$ cat config.mk
export PLATFORM = sky130hd
export DESIGN_NAME = tex_flash_burst_reader
export DESIGN_NICKNAME = d
export VERILOG_FILES = /design/src/rtl/tex_flash_burst_reader.sv
export SDC_FILE = /design/constraint.sdc
export NUM_CORES = 1
export LEC_CHECK = 0
export CAP_MARGIN = 20
export CORE_MARGIN = 2
export CORE_UTILIZATION = 64
export CTS_CLUSTER_SIZE = 16
export DETAILED_ROUTE_END_ITERATION = 6
export DONT_BUFFER_PORTS = 1
export GPL_TIMING_DRIVEN = 1
export PLACE_DENSITY_LB_ADDON = 0.12
export REMOVE_ABC_BUFFERS = 1
export SLEW_MARGIN = 0
export SYNTH_ARGS = -nofsm -noshare
export SYNTH_HDL_FRONTEND = slang
export SYNTH_SLANG_ARGS = --single-unit
$ cat constraint.sdc
create_clock -name clk_i -period 3.82 [get_ports clk_i]
set_input_delay 0.764 -clock clk_i [delete_from_list [all_inputs] [get_ports clk_i]]
set_output_delay 0.764 -clock clk_i [all_outputs]
set_load 0.01 [all_outputs]
$ cat src/rtl/tex_flash_burst_reader.sv
// -----------------------------------------------------------------------------
// tex_flash_burst_reader
//
// SPI flash texture fetcher. A request latches a byte address and a read mode,
// the block then clocks out a read command and the address on io0, optionally
// waits out the dummy clocks, and streams BURST_LEN words of WORD_W bits back
// to the texture logic, one rd_valid_o pulse per word.
//
// Read modes (req_mode_i): 0 = single (0x03, data on io1)
//                          1 = dual   (0x3B, data on io1:io0)
//                          2 = quad   (0x6B, data on io3:io0)
//                          3 = treated as single
//
// SCLK runs at clk/2: every SPI bit is one low-phase cycle followed by one
// high-phase cycle. Pad outputs only change when a low phase begins, and
// inputs are sampled at the clock edge that ends a high phase.
//
// Ports
//   clk_i          system clock, rising edge
//   reset_i        asynchronous active-high reset; aborts any burst at once
//   req_i          start request, only looked at in IDLE
//   req_addr_i     start byte address, captured with req_i
//   req_mode_i     read mode, captured with req_i
//   busy_o         high from the accept cycle until IDLE is re-entered
//   rd_data_o      last assembled word, held between valids
//   rd_valid_o     one-cycle pulse per word
//   done_o         one-cycle pulse in the cycle CSb rises after the last word
//   spi_csb_o      flash chip select, active low
//   spi_sclk_o     flash clock, idles low
//   spi_io_out_o   io[3:0] output values
//   spi_io_oe_o    io[3:0] output enables (1 = drive)
//   spi_io_in_i    io[3:0] sampled pad values
// -----------------------------------------------------------------------------
module tex_flash_burst_reader #(
    parameter int ADDR_W       = 24,
    parameter int WORD_W       = 8,
    parameter int BURST_LEN    = 4,
    parameter int DUMMY_CLKS   = 8,
    parameter int CS_HIGH_CLKS = 2
) (
    input  logic              clk_i,
    input  logic              reset_i,
    input  logic              req_i,
    input  logic [ADDR_W-1:0] req_addr_i,
    input  logic [1:0]        req_mode_i,
    output logic              busy_o,
    output logic [WORD_W-1:0] rd_data_o,
    output logic              rd_valid_o,
    output logic              done_o,
    output logic              spi_csb_o,
    output logic              spi_sclk_o,
    output logic [3:0]        spi_io_out_o,
    output logic [3:0]        spi_io_oe_o,
    input  logic [3:0]        spi_io_in_i
);

    // ------------------------------------------------------------------
    // Derived sizes and constants
    // ------------------------------------------------------------------
    localparam int MAX_AW  = (ADDR_W > WORD_W) ? ADDR_W : WORD_W;
    localparam int MAX_AWD = (MAX_AW > DUMMY_CLKS) ? MAX_AW : DUMMY_CLKS;
    localparam int MAX_CNT = (MAX_AWD > 8) ? MAX_AWD : 8;
    localparam int CNT_W   = $clog2(MAX_CNT + 1);
    localparam int WCNT_W  = $clog2(BURST_LEN + 1);
    localparam int HCNT_W  = $clog2(CS_HIGH_CLKS + 1);
    localparam int TX_W    = 8 + ADDR_W;
    localparam int DUMMY_M1 = (DUMMY_CLKS > 0) ? (DUMMY_CLKS - 1) : 0;

    localparam logic [CNT_W-1:0]  CMD_LAST   = CNT_W'(7);
    localparam logic [CNT_W-1:0]  ADDR_LAST  = CNT_W'(ADDR_W - 1);
    localparam logic [CNT_W-1:0]  DUMMY_LAST = CNT_W'(DUMMY_M1);
    localparam logic [CNT_W-1:0]  SPW1_LAST  = CNT_W'(WORD_W - 1);
    localparam logic [CNT_W-1:0]  SPW2_LAST  = CNT_W'(WORD_W / 2 - 1);
    localparam logic [CNT_W-1:0]  SPW4_LAST  = CNT_W'(WORD_W / 4 - 1);
    localparam logic [WCNT_W-1:0] WORD_LAST  = WCNT_W'(BURST_LEN - 1);
    localparam logic [HCNT_W-1:0] CSH_LAST   = HCNT_W'(CS_HIGH_CLKS - 1);

    localparam logic [1:0] MODE_SINGLE = 2'd0;
    localparam logic [1:0] MODE_DUAL   = 2'd1;
    localparam logic [1:0] MODE_QUAD   = 2'd2;

    typedef enum logic [2:0] {
        ST_IDLE  = 3'd0,
        ST_CMD   = 3'd1,
        ST_ADDR  = 3'd2,
        ST_DUMMY = 3'd3,
        ST_DATA  = 3'd4,
        ST_CSH   = 3'd5
    } state_t;

    // ------------------------------------------------------------------
    // Helpers
    // ------------------------------------------------------------------

    // Read command opcode for a (normalised) mode.
    function automatic logic [7:0] cmd_for_mode(input logic [1:0] mode);
        logic [7:0] cmd;
        case (mode)
            MODE_DUAL: cmd = 8'h3B;
            MODE_QUAD: cmd = 8'h6B;
            default:   cmd = 8'h03;
        endcase
        return cmd;
    endfunction

    // Shift one SCLK worth of sampled lanes into the word, MSB first.
    // The concatenation is padded so every branch has the same width,
    // which keeps the slice legal even for WORD_W = 4.
    function automatic logic [WORD_W-1:0] shift_in(input logic [WORD_W-1:0] word,
                                                   input logic [3:0]        io,
                                                   input logic [1:0]        mode);
        logic [WORD_W+3:0] tmp;
        case (mode)
            MODE_DUAL: tmp = {2'b00, word, io[1:0]};
            MODE_QUAD: tmp = {word, io};
            default:   tmp = {3'b000, word, io[1]};
        endcase
        return tmp[WORD_W-1:0];
    endfunction

    // Index of the last SCLK of a word for the given mode.
    function automatic logic [CNT_W-1:0] word_last_for_mode(input logic [1:0] mode);
        logic [CNT_W-1:0] last;
        case (mode)
            MODE_DUAL: last = SPW2_LAST;
            MODE_QUAD: last = SPW4_LAST;
            default:   last = SPW1_LAST;
        endcase
        return last;
    endfunction

    // ------------------------------------------------------------------
    // State
    // ------------------------------------------------------------------
    state_t             state_q,    state_d;
    logic [CNT_W-1:0]   bit_cnt_q,  bit_cnt_d;
    logic [WCNT_W-1:0]  word_cnt_q, word_cnt_d;
    logic [HCNT_W-1:0]  csh_cnt_q,  csh_cnt_d;
    logic [1:0]         mode_q,     mode_d;
    logic [TX_W-1:0]    tx_q,       tx_d;
    logic [WORD_W-1:0]  shift_q,    shift_d;
    logic [WORD_W-1:0]  rd_data_q,  rd_data_d;
    logic               rd_valid_q, rd_valid_d;
    logic               done_q,     done_d;
    logic               busy_q,     busy_d;
    logic               csb_q,      csb_d;
    logic               sclk_q,     sclk_d;
    logic [3:0]         io_out_q,   io_out_d;
    logic [3:0]         io_oe_q,    io_oe_d;

    logic [1:0]         req_mode_s;
    logic [7:0]         req_cmd_s;
    logic [WORD_W-1:0]  shifted_s;

    // Mode 3 is folded into single so the rest of the logic sees three modes.
    assign req_mode_s = (req_mode_i == 2'd3) ? MODE_SINGLE : req_mode_i;
    assign req_cmd_s  = cmd_for_mode(req_mode_s);
    assign shifted_s  = shift_in(shift_q, spi_io_in_i, mode_q);

    // Next-state and next-output logic.
    always_comb begin
        state_d    = state_q;
        bit_cnt_d  = bit_cnt_q;
        word_cnt_d = word_cnt_q;
        csh_cnt_d  = csh_cnt_q;
        mode_d     = mode_q;
        tx_d       = tx_q;
        shift_d    = shift_q;
        rd_data_d  = rd_data_q;
        rd_valid_d = 1'b0;
        done_d     = 1'b0;
        csb_d      = csb_q;
        sclk_d     = sclk_q;
        io_out_d   = io_out_q;
        io_oe_d    = io_oe_q;

        case (state_q)
            ST_IDLE: begin
                if (req_i) begin
                    // First command bit goes out with the CSb fall; the rest
                    // of command+address waits in tx_q, MSB at the top.
                    state_d    = ST_CMD;
                    mode_d     = req_mode_s;
                    tx_d       = {req_cmd_s[6:0], req_addr_i, 1'b0};
                    bit_cnt_d  = '0;
                    word_cnt_d = '0;
                    shift_d    = '0;
                    csb_d      = 1'b0;
                    sclk_d     = 1'b0;
                    io_out_d   = {1'b1, 1'b1, 1'b0, req_cmd_s[7]};
                    io_oe_d    = 4'b1101;
                end else begin
                    state_d = ST_IDLE;
                end
            end

            ST_CMD, ST_ADDR, ST_DUMMY, ST_DATA: begin
                if (!sclk_q) begin
                    // End of low phase: raise SCLK, nothing else moves.
                    sclk_d = 1'b1;
                end else begin
                    // End of high phase: sample, then set up the next bit.
                    sclk_d = 1'b0;
                    case (state_q)
                        ST_CMD: begin
                            io_out_d[0] = tx_q[TX_W-1];
                            tx_d        = {tx_q[TX_W-2:0], 1'b0};
                            if (bit_cnt_q == CMD_LAST) begin
                                state_d   = ST_ADDR;
                                bit_cnt_d = '0;
                            end else begin
                                bit_cnt_d = bit_cnt_q + CNT_W'(1);
                            end
                        end
                        ST_ADDR: begin
                            if (bit_cnt_q == ADDR_LAST) begin
                                bit_cnt_d   = '0;
                                io_out_d[0] = 1'b0;
                                io_oe_d[0]  = 1'b0;
                                // Quad reads hand io2/io3 to the flash from here on.
                                if (mode_q == MODE_QUAD) begin
                                    io_oe_d[3:2]  = 2'b00;
                                    io_out_d[3:2] = 2'b00;
                                end else begin
                                    io_oe_d[3:2]  = 2'b11;
                                    io_out_d[3:2] = 2'b11;
                                end
                                if ((mode_q != MODE_SINGLE) && (DUMMY_CLKS > 0)) begin
                                    state_d = ST_DUMMY;
                                end else begin
                                    state_d = ST_DATA;
                                end
                            end else begin
                                io_out_d[0] = tx_q[TX_W-1];
                                tx_d        = {tx_q[TX_W-2:0], 1'b0};
                                bit_cnt_d   = bit_cnt_q + CNT_W'(1);
                            end
                        end
                        ST_DUMMY: begin
                            if (bit_cnt_q == DUMMY_LAST) begin
                                state_d   = ST_DATA;
                                bit_cnt_d = '0;
                            end else begin
                                bit_cnt_d = bit_cnt_q + CNT_W'(1);
                            end
                        end
                        ST_DATA: begin
                            shift_d = shifted_s;
                            if (bit_cnt_q == word_last_for_mode(mode_q)) begin
                                // Word complete: present it next cycle.
                                // Words run back to back, no gap SCLKs.
                                bit_cnt_d  = '0;
                                rd_data_d  = shifted_s;
                                rd_valid_d = 1'b1;
                                if (word_cnt_q == WORD_LAST) begin
                                    state_d   = ST_CSH;
                                    csh_cnt_d = '0;
                                    csb_d     = 1'b1;
                                    io_out_d  = 4'b0000;
                                    io_oe_d   = 4'b0000;
                                    done_d    = 1'b1;
                                end else begin
                                    word_cnt_d = word_cnt_q + WCNT_W'(1);
                                end
                            end else begin
                                bit_cnt_d = bit_cnt_q + CNT_W'(1);
                            end
                        end
                        default: begin
                            state_d = ST_IDLE;
                        end
                    endcase
                end
            end

            ST_CSH: begin
                // The done cycle counts as the first CSb-high cycle.
                if (csh_cnt_q == CSH_LAST) begin
                    state_d = ST_IDLE;
                end else begin
                    csh_cnt_d = csh_cnt_q + HCNT_W'(1);
                end
            end

            default: begin
                state_d  = ST_IDLE;
                csb_d    = 1'b1;
                sclk_d   = 1'b0;
                io_out_d = 4'b0000;
                io_oe_d  = 4'b0000;
            end
        endcase

        busy_d = (state_d != ST_IDLE);
    end

    // State and output registers.
    always_ff @(posedge clk_i or posedge reset_i) begin
        if (reset_i) begin
            state_q    <= ST_IDLE;
            bit_cnt_q  <= '0;
            word_cnt_q <= '0;
            csh_cnt_q  <= '0;
            mode_q     <= MODE_SINGLE;
            tx_q       <= '0;
            shift_q    <= '0;
            rd_data_q  <= '0;
            rd_valid_q <= 1'b0;
            done_q     <= 1'b0;
            busy_q     <= 1'b0;
            csb_q      <= 1'b1;
            sclk_q     <= 1'b0;
            io_out_q   <= 4'b0000;
            io_oe_q    <= 4'b0000;
        end else begin
            state_q    <= state_d;
            bit_cnt_q  <= bit_cnt_d;
            word_cnt_q <= word_cnt_d;
            csh_cnt_q  <= csh_cnt_d;
            mode_q     <= mode_d;
            tx_q       <= tx_d;
            shift_q    <= shift_d;
            rd_data_q  <= rd_data_d;
            rd_valid_q <= rd_valid_d;
            done_q     <= done_d;
            busy_q     <= busy_d;
            csb_q      <= csb_d;
            sclk_q     <= sclk_d;
            io_out_q   <= io_out_d;
            io_oe_q    <= io_oe_d;
        end
    end

    assign busy_o       = busy_q;
    assign rd_data_o    = rd_data_q;
    assign rd_valid_o   = rd_valid_q;
    assign done_o       = done_q;
    assign spi_csb_o    = csb_q;
    assign spi_sclk_o   = sclk_q;
    assign spi_io_out_o = io_out_q;
    assign spi_io_oe_o  = io_oe_q;

endmodule

## Word level (Yosys, flattened, before mapping)

Index checks and enable logic that the tools add are counted.

- $add $sub $neg: 3
- Equal/unequal tests: 30
- Mux-type cells: 79
- Bitwise operators: 1
- Reduce and logical (&&, ||, !) cells: 18

Operators by type and width:

| kind | count |
|---|---|
| $pmux W32 S2 | 2 |
| $mux W32 | 3 |
| $mux W5 | 8 |
| $mux W3 | 13 |
| $pmux W7 S2 | 2 |
| $mux W4 | 6 |
| $pmux W4 S3 | 2 |
| $reduce_and A6 Y1 | 4 |
| $mux W7 | 3 |
| $mux W1 | 19 |
| $ne A3 B3 Y1 const B | 6 |
| $mux W2 | 8 |
| $pmux W8 S2 | 1 |
| $pmux W5 S3 | 1 |
| $ne A2 B2 Y1 const B | 7 |
| $pmux W3 S2 | 2 |
| $pmux W3 S4 | 1 |
| $reduce_and A4 Y1 | 3 |
| $pmux W5 S2 | 1 |
| $eq A3 B2 Y1 const B | 3 |
| $pmux W1 S3 | 3 |
| $pmux W3 S3 | 1 |
| $ne A4 B4 Y1 const B | 2 |
| $pmux W2 S2 | 2 |
| other kinds (20) | 28 |

- Flip-flop bits (word level): 75
- Input port bits: 33
- Output and inout port bits: 21
- Logic and storage cells: 149

## Longest topological paths before layout

Gate-level depths: netlist of the first run.

- Depth after elaboration: 11
- Mapped depth: 8

## Least setup slack after synthesis of the first run

OpenSTA, ideal clock, no wires.

- Path type: in2reg
- Start: input req_i
- End: register io_out_q[0], in the netlist spi_io_out_o[0]
- Setup time: 0.125 ns
- Arrival: 1.889 ns
- Setup slack: 1.806 ns
- Stages on the path: 3
- Cells stage by stage: or4b_2 -> a31oi_1 -> mux2_2

- Cells in the longest elaborated chain, start to end: 2

RTL lines:

| what | RTL line | RTL |
|---|---|---|
| start: declaration | 43 | `input logic req_i,` |
| $ne A2 B2 Y1 (no source line) | - |  |
| $reduce_and A6 Y1 (no source line) | - |  |
| end signal: assignment | 329 | `io_out_q <= io_out_d;` |
| end: declaration | 148 | `logic [3:0] io_out_q, io_out_d;` |

Every way passes these cells.
A chain may end at the register's enable or synchronous reset.

## Final worst setup path of the first run

- Start: register state_q[1]
- End: register tx_q[6]

- Cells in the longest elaborated chain, start to end: 4
- Elaborated cells on any way between the ends: 15

RTL lines:

| what | RTL line | RTL |
|---|---|---|
| start: declaration | 135 | `state_t state_q, state_d;` |
| start signal: assignment | 316 | `state_q <= state_d;` |
| $eq A3 B3 Y1, or another cell as far along | 177 | `case (state_q)` |
| $reduce_or A4 Y1 / $pmux W32 S2 (equally long branches) | 177, 204 |  |
| $ne A3 B3 Y1 (no source line), or another cell as far along | - |  |
| $reduce_and A5 Y1 (no source line) / $pmux W32 S2 (equally long branches) | - |  |
| end signal: assignment | 321 | `tx_q <= tx_d;` |
| end: declaration | 140 | `logic [TX_W-1:0] tx_q, tx_d;` |

Parallel ways exist; a longest one is shown, timed or not. The select of a mux whose other input is x is not followed.

==> qor.csv, run 1 <==
stage,metric,value,unit
route,wl_per_cell,17.29,um
cts,cts.sinks,69,
yosys,synthSimpleGateAreaFrac,12.81,%
yosys,synth.yosys.seq_area_share,44.12,%
yosys,syn-cell-area,3916,um^2
yosys,synthTopCellsByCount,"68 x dfrtp_1, 43 x mux2_4, 36 x o21ai_0, 30 x nand2_1, 16 x inv_1",
yosys,synthTopCellsByArea,"dfrtp_1 43%, mux2_4 16%, o21ai_0 4.6%",
timing,hold_violations,0,
timing,timing.final.setup_violations,0,
setup_path,path_max_fanout,26,
route,firstDrtPassIters,4,
cts,cts_buffer_depth,2,
route,detail-route-antenna-nets,0,
route,drt-initial-drc-count,84,
global_route,grt_pass1_vias,2464,
cts,cts_inserted_buffers,9,
yosys,syn_inst,351,
placement,gp_congestion,0.7968,
setup_path,crit_family,simple AND/OR/NAND/NOR gates,
setup_path,crit_slowest_cell,and2_2,
final_layout,fillers,424,
yosys,yosysTopAreaCell,dfrtp_1,
status,status,finished clean,
final_layout,num_antenna_cells,0,
cts,cts.htree.levels,3,
cts,insertion_delay,0.35,ns
route,drc_errors,0,
timing,tightest_slew,0.7287,ns
power,vdd_drop_max,0.0002536,V
die,coreArea,5921,um^2
yosys,synthArstFlopShare,100.0,%
timing,finalCriticalPeriod,2.850,ns
yosys,synth-compound-area-share,13.29,%
timing,clock-skew-final,0.008891,ns
route,num_vias,2527,
setup_path,cp_data_arrival_time,3.08,ns
timing,rsz0062_at_grt,no,
global_route,grt_max_degree,35,
timing,slew_violations,0,
die,die_area,6761,um^2
final_layout,drive_above_1_share,25.57,%
timing,slew_headroom,51.42,%
timing,max_freq,0.3509,GHz
cts,cts_hold_buf,0,
cts,tritoncts,done,
global_route,grt_use_total,23.62,%
yosys,synth_warnings,0,
yosys,synth_cell_types,60,
placement,port-buffer-count,0,
timing,min_period_over_period,74.60,%
die,fp.dieH,82.23,um
cts,post_cts_buffers,0,
placement,hpwl,4944,um
yosys,synth.most_common_cell,dfrtp_1,
yosys,synth_edf_count,0,
yosys,synth-main-ff-cell,dfrtp_1,
die,die_x,82.23,um
yosys,yosys.area_share.xor_xnor,0.4473,%
final_layout,areaGrowthSynthToFinish,5.847,%
power,p_leak,1.924,nW
yosys,synth.area.mux_share,20.96,%
cts,cts_root_buf,clkbuf_8,
placement,dp_slack,0.9768,ns
route,postRouteWirelength,7314,um
cts,cts_resized,0,
global_route,grt_pass1_wl,11930,um
yosys,synth_top_area_share,43.45,%
yosys,synth_top_family_by_area,multiplexers,
yosys,ys_seq_elements,69,
yosys,synth_adder_area_share,2.875,%
timing,layout_setup_ws,0.9703,ns
setup_path,crit_path_start_kind,register,
final_layout,nets,386,
die,io_pins,54,
worst_hold_path,worstHoldPathType,input pin to async pin,
yosys,syn_area_per_cell,11.16,um^2
route,routed_via_density,5.974,
die,start_util,66.15,%
setup_path,path_cells,o21ai_0 > and2_2 > buf_4 > mux2_4 > mux2_4,
die,num_rows,28,
cts,clk_pin_slew,0.08,ns
power,p_total,1.456,mW
setup_path,path_class,register to register,
global_route,antenna_found_initial,0,
job,maxCapViolations,0,
setup_path,cpPeakStageDelay,0.67,ns
setup_path,worst-path-buf-inv,1,
setup_path,cpMostUsedCell,mux2_4,
global_route,gr-total-overflow,0,
setup_path,end_kind,register,
setup_path,cp.required,4.05,ns
power,p_per_area,351.3,nW/um^2
[metal layers]
layer | track usage, % | wire length (um)
met1 | 31.78 | 3381
met2 | 35.97 | 3423
met3 | 6.413 | 373
met4 | 10.00 | 136
met5 | 0 | 0
[where the power goes]
part           switching (mW)  total [mW]  internal (mW)
registers             0.00371       0.740          0.736
clock network           0.275       0.656          0.381
logic                  0.0414      0.0607         0.0194
[sequential cells by signal, summed over array words and instances, names as in the netlist, 2 cells and up]
| name | count |
|---|---|
| state_q | 3 |
| word_cnt_q | 3 |
| rd_data_o | 8 |
| tx_q | 31 |
| csh_cnt_q | 2 |
| shift_q | 7 |
| mode_q | 2 |
| spi_io_out_o | 2 |
| bit_cnt_q | 5 |
[stage by stage]
step	std cells	area [um^2]	hold WS [ns]	setup TNS, ns	util, %
3_5_place_dp	408	3931	0.4663	0	66.40
3_3_place_gp	408	3931	0.4605	0	66.40
5_1_grt	423	4145	0.4583	0	70.01
4_1_cts	423	4145	0.4088	0	70.01
2_1_floorplan	326	3769	0.4447	-0.4961	-
6_report	423	4145	0.3974	0	70.01
[placed cells by master (no fill, tap or decap), types with 9 or more instances in the layout]
cell type / instances
mux2_2: 12
clkbuf_8: 10
o21ai_0: 36
inv_1: 15
ha_1: 9
mux2_4: 43
dfrtp_1: 68
nand3_1: 9
nand2_1: 30
[area by class of cell]
class | instances | area, um^2 | share of cell area (%)
Clock buffer | 11 | 141.4 | 3.411
Clock inverter | 4 | 72.57 | 1.751
Inverter | 16 | 60.06 | 1.449
Multi-Input combinational cell | 241 | 1997 | 48.17
Sequential cell | 69 | 1728 | 41.68
Tap cell | 75 | 93.84 | 2.264
Timing Repair Buffer | 7 | 52.55 | 1.268
[worst register-to-register path, delay by kind of cell, from the launching register on]
kind	cells	cell delay, ns
AOI/OAI and AO/OA	1	0.51
and+or+nand+nor	1	0.67
DFF	1	0.65
buffers and inverters	1	0.33
muxes	2	0.57
[kinds of logic after synthesis]
logic type / count (synthesis)
xor+xnor: 2
other cells: 1
compound gates: 81
fa+ha+maj: 9
simple gates: 88
buf+inv: 42
mux: 59
flops: 69
[path summary, 6_finish.rpt]
kind,depth (start not counted),slack [ns],endpoint,from
worst max-delay path,5,0.97,tx_q[6]$_DFFE_PP0P_,state_q[1]$_DFF_PP0_
worst min-delay path,1,0.40,rd_data_o[6]$_DFFE_PP0P_,reset_i
min in group clk_i,1,0.48,word_cnt_q[2]$_DFFE_PP0P_,word_cnt_q[2]$_DFFE_PP0P_
worst max register to register,5,0.97,tx_q[6]$_DFFE_PP0P_,state_q[1]$_DFF_PP0_
max in group asynchronous,2,2.65,spi_csb_o$_DFFE_PP1P_,reset_i
worst min register to register,1,0.48,word_cnt_q[2]$_DFFE_PP0P_,word_cnt_q[2]$_DFFE_PP0P_
(Power assumes the default switching activity.)
==> run 2, diff against run 1 <==
--- a/config.mk
+++ b/config.mk
@@ -5,6 +5,7 @@
 export SDC_FILE = /design/constraint.sdc
 export NUM_CORES = 1
 export LEC_CHECK = 0
+export ABC_AREA = 1
 export CAP_MARGIN = 20
 export CORE_MARGIN = 2
 export CORE_UTILIZATION = 64
==> constraint.sdc (replaced) <==
create_clock -name clk_i -period 2.8 [get_ports clk_i]
set_input_delay 0.56 -clock clk_i [delete_from_list [all_inputs] [get_ports clk_i]]
set_output_delay 0.56 -clock clk_i [all_outputs]
set_load 0.01 [all_outputs]
==> qor.csv, run 2 <==
stage,metric,value,unit
timing,tightest_slew,0.6566,ns
timing,timing.final.setup_violations,0,
placement,gp_congestion,0.9192,
global_route,grt_use_total,25.94,%
route,firstDrtPassIters,6,
timing,hold_ws,0.1837,ns
die,die_x,81.17,um
die,coreArea,5851,um^2
yosys,synth.most_common_cell,nand2_1,
timing,clock-skew-final,0.01279,ns
status,status,finished clean,
setup_path,crit_path_start_kind,register,
job,maxCapViolations,0,
die,fp.dieH,81.17,um
placement,hpwl,5281,um
global_route,grt_pass1_vias,2909,
route,route.met3.wl,374,um
die,start_util,65.14,%
yosys,syn_inst,503,
yosys,synth-main-ff-cell,dfrtp_1,
final_layout,areaGrowthSynthToFinish,3.677,%
yosys,synth_cell_types,30,
power,p_leak,1.968,nW
cts,cts_hold_buf,0,
route,top_layer_used,met4,
setup_path,path_max_fanout,51,
route,drt-met1-wl,3415,um
placement,port-buffer-count,0,
cts,cts.sinks,69,
yosys,synthArstFlopShare,100.0,%
yosys,synth_warnings,0,
cts,tritoncts,done,
die,io_pins,54,
final_layout,nets,535,
final_layout,num_antenna_cells,0,
route,drc_errors,0,
final_layout,top_register,tx_q,
cts,cts_inserted_buffers,9,
timing,finalCriticalPeriod,2.154,ns
final_layout,drive_above_1_share,7.430,%
cts,cts_buffer_depth,2,
global_route,grt_pass1_wl,13140,um
worst_hold_path,worstHoldPathType,input pin to async pin,
route,wl_met2,3519,um
die,die_area,6589,um^2
yosys,yosysTopAreaCell,dfrtp_1,
setup_path,cp_data_arrival_time,2.42,ns
route,routed_via_density,5.365,
yosys,synthTopCellsByCount,"154 x nand2_1, 68 x dfrtp_1, 60 x inv_1, 57 x o21ai_0, 36 x nand3_1",
cts,cts.htree.levels,3,
timing,min_period_over_period,76.93,%
final_layout,mostFrequentLayoutCells,"154 x nand2_1, 68 x dfrtp_1, 59 x inv_1",
timing,max_freq,0.4642,GHz
route,num_vias,3074,
timing,slew_headroom,56.16,%
setup_path,cp.required,3.07,ns
timing,slew_violations,0,
cts,clk_pin_slew,0.07,ns
global_route,grt_max_degree,52,
power,p_total,1.884,mW
timing,hold_violations,0,
power,vdd_drop_max,0.0003033,V
power,p_per_area,476.7,nW/um^2
cts,insertion_delay,0.35,ns
setup_path,end_kind,register,
route,postRouteWirelength,7529,um
setup_path,path_class,register to register,
route,detail-route-antenna-nets,0,
yosys,synth_top_area_share,44.65,%
cts,cts_resized,0,
cts,post_cts_buffers,0,
die,num_rows,28,
final_layout,final_common_cell,nand2_1,
cts,cts_root_buf,clkbuf_8,
yosys,synthTopCellsByArea,"dfrtp_1 45%, nand2_1 15%, o21ai_0 7.5%",
yosys,ys_seq_elements,69,
route,wl_per_cell,13.14,um
final_layout,fin_util,67.54,%
timing,rsz0062_at_grt,no,
global_route,antenna_found_initial,0,
final_layout,largest_reg_flops,31,
route,drt-initial-drc-count,176,
timing,fin_tns_setup,0,ns
yosys,synth.yosys.seq_area_share,45.34,%
yosys,syn-cell-area,3811,um^2
yosys,synth_edf_count,0,
global_route,gr-total-overflow,0,
yosys,syn_area_per_cell,7.577,um^2
-- run 2: area by class of cell --
class                   count  area (um^2)
clock buffers              12        145.1
clock inverters             4        47.55
fillers                   503         1899
inverters                  66        250.2
multi-input cells         345         1659
flip-flops and latches     69         1728
well taps                  75        93.84
repair buffers              2        27.53
-- run 2: cell families after synthesis --
group / count (synthesis) / share of synthesized area [%]
buf+inv: 90 / 11.23
other cells: 1 / 0.09840
simple gates: 235 / 26.92
xor+xnor: 2 / 0.4597
fa+ha+maj: 9 / 2.955
compound gates: 97 / 13.00
flops: 69 / 45.34
-- run 2: worst max-delay path: stages (launching register included) --
cell	delay, ns
dfrtp_1	0.52
nor2_8	0.20
nand2_4	0.11
nor2_8	0.15
inv_2	0.12
nand2_4	0.13
nand3_2	0.22
inv_4	0.42
nand2_1	0.10
o21ai_1	0.09
-- run 2: final timing paths --
kind | slack [ns] | start | cells past startpoint | end
min in group clk_i | 0.37 | req_addr_i[0] | 2 | tx_q[1]$_DFFE_PP0P_
max | 0.65 | state_q[0]$_DFF_PP0_ | 9 | tx_q[6]$_DFFE_PP0P_
min | 0.18 | reset_i | 1 | tx_q[19]$_DFFE_PP0P_
min reg2reg | 0.48 | word_cnt_q[2]$_DFFE_PP0P_ | 2 | word_cnt_q[2]$_DFFE_PP0P_
max in group asynchronous | 1.93 | reset_i | 2 | spi_csb_o$_DFFE_PP1P_
max reg2reg | 0.65 | state_q[0]$_DFF_PP0_ | 9 | tx_q[6]$_DFFE_PP0P_
-- run 2: power breakdown --
part / switching [mW] / internal (mW)
registers: 0.00269 / 1.00
logic: 0.0561 / 0.0200
clock network: 0.372 / 0.433
-- run 2: routing by layer --
metal  global-route usage, %  up-vias
met5                       0        -
met4                   12.71        0
met3                   4.889       18
met2                   42.07       89
met1                   33.38     1390
li1                        -     1577
-- run 2: stage by stage --
| step | std cells | area (um^2) | setup WS, ns |
|---|---|---|---|
| global placement | 557 | 3759 | 0.6708 |
| detailed placement | 557 | 3759 | 0.6584 |
| global route | 573 | 3951 | 0.3834 |
| floorplan | 480 | 3637 | 0.5018 |
| finish | 573 | 3951 | 0.6460 |
| CTS | 573 | 3951 | 0.6361 |
==> run 3, diff against run 2 <==
--- a/config.mk
+++ b/config.mk
@@ -8,7 +8,7 @@
 export ABC_AREA = 1
 export CAP_MARGIN = 20
 export CORE_MARGIN = 2
-export CORE_UTILIZATION = 64
+export CORE_UTILIZATION = 57
 export CTS_CLUSTER_SIZE = 16
 export DETAILED_ROUTE_END_ITERATION = 6
 export DONT_BUFFER_PORTS = 1
==> constraint.sdc (replaced) <==
create_clock -name clk_i -period 1.9 [get_ports clk_i]
set_input_delay 0.38 -clock clk_i [delete_from_list [all_inputs] [get_ports clk_i]]
set_output_delay 0.38 -clock clk_i [all_outputs]
set_load 0.01 [all_outputs]
==> qor.csv, run 3 (synthesis results as in run 2) <==
stage,metric,value,unit
status,status,"finished, violations left",
status,violations,DRC,
die,die_x,85.77,um
worst_hold_path,min_delay_path_depth,2,
cts,tritoncts,done,
global_route,grt_pass1_wl,13790,um
die,num_rows,29,
die,die_area,7356,um^2
cts,cts.sinks,69,
placement,placed_area,3926,um^2
die,coreArea,6422,um^2
die,start_util,59.34,%
timing,finalCriticalPeriod,1.797,ns
setup_path,end_kind,register,
route,drc_errors,3,
placement,hpwl,5577,um
timing,slew_violations,0,
final_layout,num_antenna_cells,0,
setup_path,crit_path_start_kind,register,
global_route,antenna_found_initial,0,
timing,clock-skew-final,0.009308,ns
worst_hold_path,worstHoldPathType,input pin to register,
final_layout,mostFrequentLayoutCells,"153 x nand2_1, 66 x dfrtp_1, 59 x inv_1",
power,p_total,2.897,mW
setup_path,path_max_fanout,4,
setup_path,cp_data_arrival_time,2.03,ns
timing,min_period_over_period,94.56,%
global_route,grt.busiest_layer,met2,
power,p_per_area,693.9,nW/um^2
setup_path,cp.required,2.14,ns
route,wl_per_cell,13.17,um
global_route,grtUsageMet3,6.160,%
timing,fin_tns_setup,0,ns
route,num_vias,3170,
power,vdd_drop_max,0.0004976,V
route,detail-route-antenna-nets,0,
final_layout,largest_reg_flops,31,
timing,hold_violations,0,
global_route,grt_pass1_vias,3068,
cts,insertion_delay,0.35,ns
cts,post_cts_buffers,0,
final_layout,areaGrowthSynthToFinish,9.553,%
global_route,gr-total-overflow,0,
final_layout,fillers,569,
placement,gp_congestion,0.9185,
setup_path,reg2reg_depth,10,
route,postRouteWirelength,7812,um
final_layout,final_common_cell,nand2_1,
die,fp.dieH,85.77,um
route,firstDrtPassIters,7,
cts,cts.htree.levels,3,
global_route,met2_usage,38.92,%
cts,clk_pin_slew,0.07,ns
final_layout,finalInstanceArea,4175,um^2
cts,cts_buffer_depth,2,
power,p_leak,2.084,nW
timing,hold_ws,0.1754,ns
cts,cts_root_buf,clkbuf_8,
route,drt-initial-drc-count,215,
route,routed_via_density,5.346,
global_route,grt_use_total,23.61,%
placement,port-buffer-count,0,
timing,rsz0062_at_grt,yes,
global_route,grt_max_degree,70,
final_layout,drive_above_1_share,12.02,%
cts,cts_inserted_buffers,9,
setup_path,path_class,register to register,
timing,timing.final.setup_violations,0,
final_layout,top_register,tx_q,
timing,max_freq,0.5566,GHz
job,maxCapViolations,0,
die,io_pins,54,
global_route,grt_util_met1,30.63,%
final_layout,nets,553,
==> run 3: cell count changes in the layout (fill, tap and decap cells not counted), sizes merged <==
cell | before | now
inv | 66 | 67
dlygate4sd3 | 0 | 1
buf | 2 | 19
clkinvlp | 1 | 2
clkinv | 2 | 0
==> run 3: layout make-up <==
class	count	area, um^2	share of cell area [%]
multi-input combinational	345	1677	40.16
inverter	66	250.2	5.993
clock inverter	4	53.80	1.289
timing repair buffer	20	202.7	4.855
sequential	69	1730	41.44
tap	77	96.34	2.307
clock buffer	12	165.2	3.956
==> run 3: layer usage <==
metal | up-vias | routed length (um)
met5 | - | 0
met4 | 0 | 113
met3 | 12 | 380
met2 | 77 | 3828
met1 | 1471 | 3489
li1 | 1610 | -
==> run 3: where the power goes <==
part	switching, mW	leakage (nW)	internal [mW]
Sequential	0.00390	0.851	1.47
Clock	0.586	0.105	0.719
Combinational	0.0807	1.13	0.0354
==> run 3: per-stage QoR <==
stage	worst slack, ns	utilization [%]	std cells
2_1_floorplan	-0.2182	-	480
3_3_place_gp	0.1648	61.13	576
3_5_place_dp	0.02923	61.13	576
4_1_cts	0.004031	64.70	593
5_1_grt	-0.05740	65.01	593
6_report	0.1034	65.01	593
==> run 3: what timing repair did <==
item,in CTS,in global routing
resized for setup,0,9
setup endpoints to repair,0,23
endpoints found under the hold margin,12,0
hold buffers,1,0
==> run 3: path summary, 6_finish.rpt <==
check                                          start                        end  slack, ns
setup / recovery               mode_q[0]$_DFFE_PP0P_  word_cnt_q[0]$_DFFE_PP0P_       0.10
hold / removal                         req_addr_i[0]        tx_q[1]$_DFFE_PP0P_       0.18
setup reg to reg               mode_q[0]$_DFFE_PP0P_  word_cnt_q[0]$_DFFE_PP0P_       0.10
hold reg to reg            word_cnt_q[2]$_DFFE_PP0P_  word_cnt_q[2]$_DFFE_PP0P_       0.48
max in group asynchronous                    reset_i      spi_csb_o$_DFFE_PP1P_       1.00
min in group asynchronous                    reset_i   rd_data_o[4]$_DFFE_PP0P_       0.55
==> run 3: worst max-delay path, stage by stage, from the launching register on <==
cell and delay, ns:
dfrtp_1 0.36, inv_1 0.08, ha_1 0.34, nand2_1 0.08, nand2_1 0.09, nor2_4 0.14
nand2_1 0.15, o21ai_2 0.19, nand2_1 0.12, nand2_1 0.08, nand2_1 0.05
